File: config.mk
export PLATFORM = sky130hd
export DESIGN_NAME = game_flow_ctrl
export DESIGN_NICKNAME = d
export VERILOG_FILES = /design/src/rtl/game_flow_ctrl.sv
export SDC_FILE = /design/constraint.sdc
export NUM_CORES = 1
export LEC_CHECK = 0
export CAP_MARGIN = 20
export CORE_MARGIN = 10
export CORE_UTILIZATION = 55
export CTS_BUF_LIST = sky130_fd_sc_hd__clkbuf_4 sky130_fd_sc_hd__clkbuf_8
export CTS_CLUSTER_DIAMETER = 150
export CTS_CLUSTER_SIZE = 40
export DETAILED_ROUTE_END_ITERATION = 12
export PLACE_DENSITY_LB_ADDON = 0.05
export SLEW_MARGIN = 20
export SYNTH_ARGS = -nofsm -noshare
export SYNTH_HDL_FRONTEND = slang
export SYNTH_SLANG_ARGS = --single-unit
export TNS_END_PERCENT = 30
File: constraint.sdc
create_clock -name clk -period 2.6 [get_ports clk]
set_clock_uncertainty 0.2 [all_clocks]
set_input_delay 0.52 -clock clk [delete_from_list [all_inputs] [get_ports clk]]
set_output_delay 0.52 -clock clk [all_outputs]
set_load 0.1 [all_outputs]
File: src/rtl/game_flow_ctrl.sv
// game_flow_ctrl: N-player Pong game flow (menu, settings, serve countdown,
// play, pause, game over). Owns the score, elapsed-time and ball-speed
// registers and gates ball motion through game_run / ball_serve.
module game_flow_ctrl #(
   parameter int NUM_PLAYERS   = 2,
   parameter int SCORE_W       = 4,
   parameter int WIN_SCORE     = 7,
   parameter int COUNTDOWN_SEC = 3,
   parameter int TICKS_PER_SEC = 60,
   parameter int SPEED_LEVELS  = 8,
   parameter int SPEED_DEFAULT = 3,
   localparam int PW = (NUM_PLAYERS > 1) ? $clog2(NUM_PLAYERS) : 1,
   localparam int SW = $clog2(SPEED_LEVELS)
) (
   input  logic                         clk,
   input  logic                         reset,
   input  logic                         frame_tick,
   input  logic                         btn_start,
   input  logic                         btn_setting,
   input  logic                         btn_pause,
   input  logic                         btn_up,
   input  logic                         btn_down,
   input  logic                         point_valid,
   input  logic [PW-1:0]                point_player,
   output logic [2:0]                   state,
   output logic [NUM_PLAYERS*SCORE_W-1:0] scores,
   output logic [PW-1:0]                winner,
   output logic                         winner_valid,
   output logic [SW-1:0]                ball_speed,
   output logic [3:0]                   countdown_val,
   output logic [6:0]                   seconds,
   output logic                         game_run,
   output logic                         ball_serve
);

   localparam int TW = (TICKS_PER_SEC > 1) ? $clog2(TICKS_PER_SEC) : 1;
   localparam logic [TW-1:0]      SUB_LAST  = TW'(TICKS_PER_SEC - 1);
   localparam logic [SW-1:0]      SPD_MAX   = SW'(SPEED_LEVELS - 1);
   localparam logic [SW-1:0]      SPD_RST   = SW'(SPEED_DEFAULT);
   localparam logic [SCORE_W-1:0] SCORE_WIN = SCORE_W'(WIN_SCORE);
   localparam logic [3:0]         CD_LOAD   = 4'(COUNTDOWN_SEC);
   localparam logic [6:0]         SEC_MAX   = 7'd99;

   // button bit positions in the packed edge-detect vectors
   localparam int B_START = 0;
   localparam int B_SET   = 1;
   localparam int B_PAUSE = 2;
   localparam int B_UP    = 3;
   localparam int B_DOWN  = 4;

   typedef enum logic [2:0] {
      ST_MENU      = 3'd0,
      ST_SETTINGS  = 3'd1,
      ST_COUNTDOWN = 3'd2,
      ST_PLAY      = 3'd3,
      ST_PAUSE     = 3'd4,
      ST_GAME_OVER = 3'd5
   } state_t;

   state_t                         state_r;
   logic [NUM_PLAYERS*SCORE_W-1:0] scores_r;
   logic [PW-1:0]                  winner_r;
   logic                           winner_valid_r;
   logic [SW-1:0]                  ball_speed_r;
   logic [3:0]                     countdown_r;
   logic [6:0]                     seconds_r;
   logic                           game_run_r;
   logic                           ball_serve_r;
   logic [TW-1:0]                  sub_r;
   logic [4:0]                     prev_r;

   logic [4:0]                     btn_s;
   logic [4:0]                     rise_s;
   logic                           running_s;
   logic                           sub_wrap_s;
   logic                           sec_evt_s;
   logic                           point_ok_s;
   logic [SCORE_W-1:0]             cur_score_s;
   logic [SCORE_W-1:0]             next_score_s;
   logic                           win_s;
   logic [NUM_PLAYERS*SCORE_W-1:0] scores_upd_s;

   // saturating score increment
   function automatic logic [SCORE_W-1:0] score_inc(input logic [SCORE_W-1:0] v);
      logic [SCORE_W-1:0] r;
      if (v == {SCORE_W{1'b1}}) begin
         r = v;
      end else begin
         r = v + SCORE_W'(1);
      end
      return r;
   endfunction

   // edge detect, second-event generation and scoring datapath
   always_comb begin
      btn_s        = {btn_down, btn_up, btn_pause, btn_setting, btn_start};
      rise_s       = btn_s & ~prev_r;
      running_s    = (state_r == ST_COUNTDOWN) || (state_r == ST_PLAY);
      sub_wrap_s   = (sub_r == SUB_LAST);
      sec_evt_s    = frame_tick & running_s & sub_wrap_s;
      point_ok_s   = 1'b0;
      cur_score_s  = {SCORE_W{1'b0}};
      scores_upd_s = scores_r;
      for (int i = 0; i < NUM_PLAYERS; i++) begin
         if (point_player == PW'(i)) begin
            point_ok_s  = point_valid;
            cur_score_s = scores_r[i*SCORE_W +: SCORE_W];
         end else begin
            cur_score_s = cur_score_s;
         end
      end
      next_score_s = score_inc(cur_score_s);
      win_s        = (next_score_s == SCORE_WIN);
      for (int i = 0; i < NUM_PLAYERS; i++) begin
         if (point_player == PW'(i)) begin
            scores_upd_s[i*SCORE_W +: SCORE_W] = next_score_s;
         end else begin
            scores_upd_s[i*SCORE_W +: SCORE_W] = scores_r[i*SCORE_W +: SCORE_W];
         end
      end
   end

   // game-flow state machine with all registered outputs
   always_ff @(posedge clk or posedge reset) begin
      if (reset) begin
         state_r        <= ST_MENU;
         scores_r       <= {(NUM_PLAYERS*SCORE_W){1'b0}};
         winner_r       <= {PW{1'b0}};
         winner_valid_r <= 1'b0;
         ball_speed_r   <= SPD_RST;
         countdown_r    <= 4'd0;
         seconds_r      <= 7'd0;
         game_run_r     <= 1'b0;
         ball_serve_r   <= 1'b0;
         sub_r          <= {TW{1'b0}};
         prev_r         <= 5'b11111;
      end else begin
         prev_r       <= btn_s;
         ball_serve_r <= 1'b0;

         // sub-second counter only advances while the clock of the game runs
         if (frame_tick && running_s) begin
            sub_r <= sub_wrap_s ? {TW{1'b0}} : sub_r + TW'(1);
         end

         case (state_r)
            ST_MENU: begin
               if (rise_s[B_START]) begin
                  state_r        <= ST_COUNTDOWN;
                  scores_r       <= {(NUM_PLAYERS*SCORE_W){1'b0}};
                  seconds_r      <= 7'd0;
                  winner_r       <= {PW{1'b0}};
                  winner_valid_r <= 1'b0;
                  countdown_r    <= CD_LOAD;
                  sub_r          <= {TW{1'b0}};
               end else if (rise_s[B_SET]) begin
                  state_r <= ST_SETTINGS;
               end
            end

            ST_SETTINGS: begin
               if (rise_s[B_UP] && !rise_s[B_DOWN]) begin
                  if (ball_speed_r != SPD_MAX) begin
                     ball_speed_r <= ball_speed_r + SW'(1);
                  end
               end else if (rise_s[B_DOWN] && !rise_s[B_UP]) begin
                  if (ball_speed_r != {SW{1'b0}}) begin
                     ball_speed_r <= ball_speed_r - SW'(1);
                  end
               end
               if (rise_s[B_SET] || rise_s[B_START]) begin
                  state_r <= ST_MENU;
               end
            end

            ST_COUNTDOWN: begin
               if (sec_evt_s) begin
                  if (countdown_r <= 4'd1) begin
                     countdown_r  <= 4'd0;
                     state_r      <= ST_PLAY;
                     game_run_r   <= 1'b1;
                     ball_serve_r <= 1'b1;
                  end else begin
                     countdown_r <= countdown_r - 4'd1;
                  end
               end
            end

            ST_PLAY: begin
               if (sec_evt_s && (seconds_r != SEC_MAX)) begin
                  seconds_r <= seconds_r + 7'd1;
               end
               // a valid point wins over a simultaneous pause press
               if (point_ok_s) begin
                  scores_r   <= scores_upd_s;
                  game_run_r <= 1'b0;
                  if (win_s) begin
                     state_r        <= ST_GAME_OVER;
                     winner_r       <= point_player;
                     winner_valid_r <= 1'b1;
                  end else begin
                     state_r     <= ST_COUNTDOWN;
                     countdown_r <= CD_LOAD;
                     sub_r       <= {TW{1'b0}};
                  end
               end else if (rise_s[B_PAUSE]) begin
                  state_r    <= ST_PAUSE;
                  game_run_r <= 1'b0;
               end
            end

            ST_PAUSE: begin
               if (rise_s[B_START]) begin
                  state_r <= ST_MENU;
               end else if (rise_s[B_PAUSE]) begin
                  state_r    <= ST_PLAY;
                  game_run_r <= 1'b1;
               end
            end

            ST_GAME_OVER: begin
               if (rise_s[B_START]) begin
                  state_r        <= ST_MENU;
                  winner_valid_r <= 1'b0;
               end
            end

            default: begin
               state_r        <= ST_MENU;
               game_run_r     <= 1'b0;
               winner_valid_r <= 1'b0;
               countdown_r    <= 4'd0;
            end
         endcase
      end
   end

   assign state         = state_r;
   assign scores        = scores_r;
   assign winner        = winner_r;
   assign winner_valid  = winner_valid_r;
   assign ball_speed    = ball_speed_r;
   assign countdown_val = countdown_r;
   assign seconds       = seconds_r;
   assign game_run      = game_run_r;
   assign ball_serve    = ball_serve_r;

endmodule

Yosys cells after proc, flatten, opt, wreduce, memory -nomap -nowiden
Cells that the tools add are included.
- register bits after elaboration: 40
- latch bits: 0
- memory bits (writable): 0
- memory bits (read-only): 0
- input bits: 10
- output and inout bits: 29
- memories: 0
- add/sub/neg operators: 6
- $mul: 0
- div/mod/pow operators: 0
- order comparisons: 1
- equality and inequality tests: 28
- shift-type cells: 0
- muxes and demuxes: 55
- bitwise operators: 7
- reduce and logical (&&, ||, !) cells: 26
- operator list (kind ; count):
    $mux W3 ; 15
    $mux W4 ; 9
    $mux W6 ; 5
    $ne A2 B2 Y1 const B ; 11
    $reduce_and A4 Y1 ; 5
    $pmux W3 S6 ; 1
    $mux W8 ; 2
    $pmux W4 S4 ; 1
    $pmux W8 S2 ; 1
    $mux W1 ; 14
    $mux W7 ; 2
    $pmux W7 S2 ; 1
    $ne A3 B3 Y1 const B ; 4
    $pmux W6 S2 ; 1
    $reduce_or A3 Y1 ; 3
    $ne A2 B1 Y1 const B ; 4
    $add A7 B1 Y7 const B ; 1
    $ne A7 B7 Y1 const B ; 1
    $reduce_and A7 Y1 ; 1
    $add A6 B1 Y6 const B ; 1
    $eq A3 B2 Y1 const B ; 2
    $eq A3 B3 Y1 const B ; 2
    $eq A6 B6 Y1 const B ; 1
    $reduce_and A6 Y1 ; 1
    24 further kinds ; 34

Longest topological paths before layout
- depth in word-level cells: 7
- depth in mapped cells: 8
- gate-level depth less buffers: 7

Least setup slack after synthesis
OpenSTA, ideal clock, no wires.
- path type: register to register
- from: register scores_r[0], in the netlist scores[0]
- to: register sub_r[3]
- arrival time: 2635 ps
- data required time: 2266 ps
- setup slack: -368 ps
- cell stages (with the launch flop): 8
- path buffers: 0
- clock period less this slack: 2968 ps
- cell sequence: dfrtp_1 nor2b_1 nand2b_1 ha_1 a2111oi_4 o221a_2 a221oi_4 nor3_1
- longest elaborated chain between the ends: 7
- ends and longest elaborated chain (element ; RTL line ; RTL):
    start, declared ; 61 ; logic [NUM_PLAYERS*SCORE_W-1:0] scores_r;
    start signal, assigned ; 127 ; scores_r <= {(NUM_PLAYERS*SCORE_W){1'b0}};
    start signal, assigned ; 150 ; scores_r <= {(NUM_PLAYERS*SCORE_W){1'b0}};
    start signal, assigned ; 195 ; scores_r <= scores_upd_s;
    $mux W4 * ; 105 ; if (point_player == PW'(i)) begin
    $add A4 B1 Y4 / $eq A4 B4 Y1 (equally long branches) ; 89, 86 ;
    $mux W4 * ; 86 ; if (v == {SCORE_W{1'b1}}) begin
    $eq A4 B3 Y1 * ; 113 ; win_s = (next_score_s == SCORE_WIN);
    $mux W6 * ; 197 ; if (win_s) begin
    $mux W6 * ; 194 ; if (point_ok_s) begin
    $pmux W6 S2 * ; 146 ; case (state_r)
    end signal, assigned ; 143 ; sub_r <= sub_wrap_s ? {TW{1'b0}} : sub_r + TW'(1);
    end signal, assigned ; 155 ; sub_r <= {TW{1'b0}};
    end signal, assigned ; 204 ; sub_r <= {TW{1'b0}};
    end, declared ; 69 ; logic [TW-1:0] sub_r;
Every way passes the cells marked *; elsewhere a longest branch is shown, timed or not.
A chain may end at the register's enable or synchronous reset.

Worst setup path after layout
- from: register scores_r[0], in the netlist scores[0]
- to: register sub_r[4]
The elaborated chain is that of the path after synthesis.

==> results.toml <==
[setup_path]
critPathLaunchType = "register"
required_ns = 2.57
slowest_stage = "dfrtp_4"
critPathKind = "register to register"
max_stage_delay_ns = 0.49
crit_fanout = 6
crit_chain = "nor2b_1 > nand2b_1 > ha_2 > and2_1 > o221a_2 > a221oi_4 > nor3_1"
crit_arrival_ns = 2.34
cp-end-kind = "register"

[run_status]
status = "finished clean"

[sta]
tightest_slew_ns = 0.596
final-max-slew-violation-count = 0
fin_crit_sh_pct = 91.2
max_clock_freq_mhz = 422
hold_viol = 0
relSlewSlack_pct = 60.2
fin_tns_setup_ns = 0
setup-violations-final = 0
grt_setup_unrepaired = "no"
period_needed_ns = 2.37

[clock_tree]
cts_buffer_depth = 2
clk_latency_ns = 0.30
cts_tree = "built"
cts_hold_buf = 0
root_buffer = "clkbuf_8"
clock-sinks = 40
htree_levels = 2
cts.reportedPaths.clkPinSlew_ns = 0.08
cts_buffers = 5

[floorplanning]
dieWidth_microns = 85.7
die_h_microns = 85.7
die_area_sq_um = 7340
core-area_sq_um = 4090
num_io_pins = 39
rows = 23
initial_core_util_pct = 58.1

[route]
num_vias = 2143
viasPerCell = 5.97
dr.first_iter.drc_count = 180
ant_nets = 0
wl_per_cell_microns = 16.7
routed_wl_microns = 6000
dr.pass1.iters = 4
drc_errors = 0

[power_and_ir_drop]
power_leakage_nw = 1.38
power_mw = 3.06
cellPowerDensity_nw_per_um2 = 1000
vdd_drop_max_mv = 0.966

[worst_hold_path]
hp-class = "register to register"

[synthesis]
synth-async-reset-ratio_pct = 100
ys.warnings.count = 0
synth_area_leaders = "dfrtp_1 35%, dfstp_2 7.7%, nand2_1 3.6%"
seq_area_frac_synth_pct = 42.5
synth_edf_count = 0
synth_nets = 262
synth-seq-cells = 40
syn_inst = 245
syn_area_sq_um = 2370
syn_area_per_cell_sq_um = 9.69
yosys.area.top_type_share_pct = 34.8
ys_types = 56
yosys.area.top_type = "dfrtp_1"
ys.flop_type = "dfrtp_1"

[cells_and_area]
final_common_cell = "buf_4"
insertedDiodeCount = 0
utilization_pct = 74.7
nNetsFinal = 325
most-common-layout-cells = "50 x buf_4, 29 x dfrtp_1, 23 x nand2_1, 18 x nor2_1, 13 x a21oi_1"
syn_to_final_growth_pct = 28.7
drive_gt1_share_pct = 28.8

[placement]
hpwl_microns = 4560
io_buffers = 38
gp_congestion = 0.860

[global_route]
grt_remaining_overflow = 0
grt_max_degree = 41
first_global_vias = 2126
grt_pass1_wl_microns = 10000
grt_usage_pct = 16.5
antenna_found_initial = 0

[run]
cap_violations = 0
==> cells in the mapped netlist (2+ instances only) <==
master / number
xor2_1: 8
inv_1: 10
or4_1: 3
mux2_2: 2
nand3_1: 12
a21oi_1: 13
a21o_1: 2
nand2b_1: 4
nor4_1: 2
dfstp_2: 7
a31oi_1: 3
and2_1: 3
nor2_1: 18
buf_2: 4
o31ai_1: 6
mux2i_1: 7
and3_1: 3
nor2b_1: 4
buf_1: 2
xnor2_1: 2
dfrtp_1: 33
ha_1: 6
o22ai_1: 3
nand4_1: 8
o2bb2ai_1: 2
nor3_1: 8
nor3b_1: 3
nand2_1: 23
or3_1: 3
o21ai_0: 11
nand3_2: 2
a211oi_1: 3
o211ai_1: 2
==> sequential cells by signal (all words and copies together), names as in the netlist <==
| signal | cells |
|---|---|
| seconds | 7 |
| state | 3 |
| scores | 8 |
| game_run | 1 |
| sub_r | 6 |
| prev_r | 5 |
| winner | 1 |
| ball_speed | 3 |
| ball_serve | 1 |
| countdown_val | 4 |
| winner_valid | 1 |
==> cell type report <==
class / count / area (sq um)
fillers: 300 / 1030
clock buffers: 8 / 97.6
multi-input cells: 188 / 1300
repair buffers: 63 / 539
flip-flops and latches: 40 / 1020
inverters: 10 / 37.5
well taps: 50 / 62.6
==> what timing repair did <==
action | CTS | global route
resized for setup | 1 | 3
cloned | 0 | 0
buffers inserted | 0 | 0
setup endpoints to repair | 11 | 14
endpoints found under the hold margin | 0 | 0
pin swaps | 1 | 2
==> metal layers <==
metal  up-vias  routed length (microns)  GRT usage, %
met3        12                      436          4.45
met4         0                      116          6.44
met2        75                     2940          27.3
met5         -                        0             0
met1      1014                     2510          19.8
li1       1042                        -             -
==> report_power, final <==
part	internal, mW	total (mW)	switching (mW)
clock network	0.237	0.453	0.215
logic	0.502	1.68	1.18
registers	0.753	0.927	0.174
==> cell families (layout without fill, tap and decap cells) <==
| group | after synthesis | after routing | synth area share (%) |
|---|---|---|---|
| DFF | 40 | 40 | 42.5 |
| adders and majority gates | 7 | 7 | 4.01 |
| buffers and inverters | 17 | 81 | 3.06 |
| AOI/OAI and AO/OA | 57 | 57 | 18.0 |
| xor gates and xnor gates | 10 | 10 | 3.69 |
| muxes | 10 | 10 | 4.48 |
| and+or+nand+nor | 104 | 104 | 24.2 |
==> stage by stage <==
stage               std cells  setup WS [ns]  hold slack [ns]  instance area (sq um)
floorplan                 245        -0.0632            0.323                   2380
global placement          351         -0.334            0.300                   2940
detailed placement        351         -0.398            0.317                   2940
CTS                       359        -0.0188            0.326                   3040
global route              359          0.149            0.343                   3050
finish                    359          0.229            0.323                   3050
==> final timing paths <==
path / from / to / slack, ns / depth (start not counted)
worst max-delay path: scores[0] / sub_r[4] / 0.23 / 7
worst min-delay path: ball_speed[0] / ball_speed[0] / 0.32 / 1
worst max register to register: scores[0] / sub_r[4] / 0.23 / 7
worst min register to register: ball_speed[0] / ball_speed[0] / 0.32 / 1
max in group asynchronous: reset / prev_r[1] / 1.57 / 3
min in group asynchronous: reset / seconds[2] / 0.38 / 3
==> critical path, delay by kind of cell (launching register included) <==
family / cells / cell delay [ns]
compound gates: 2 / 0.74
fa+ha+maj: 1 / 0.23
flops: 1 / 0.49
simple gates: 4 / 0.58
(Power assumes the default switching activity.)
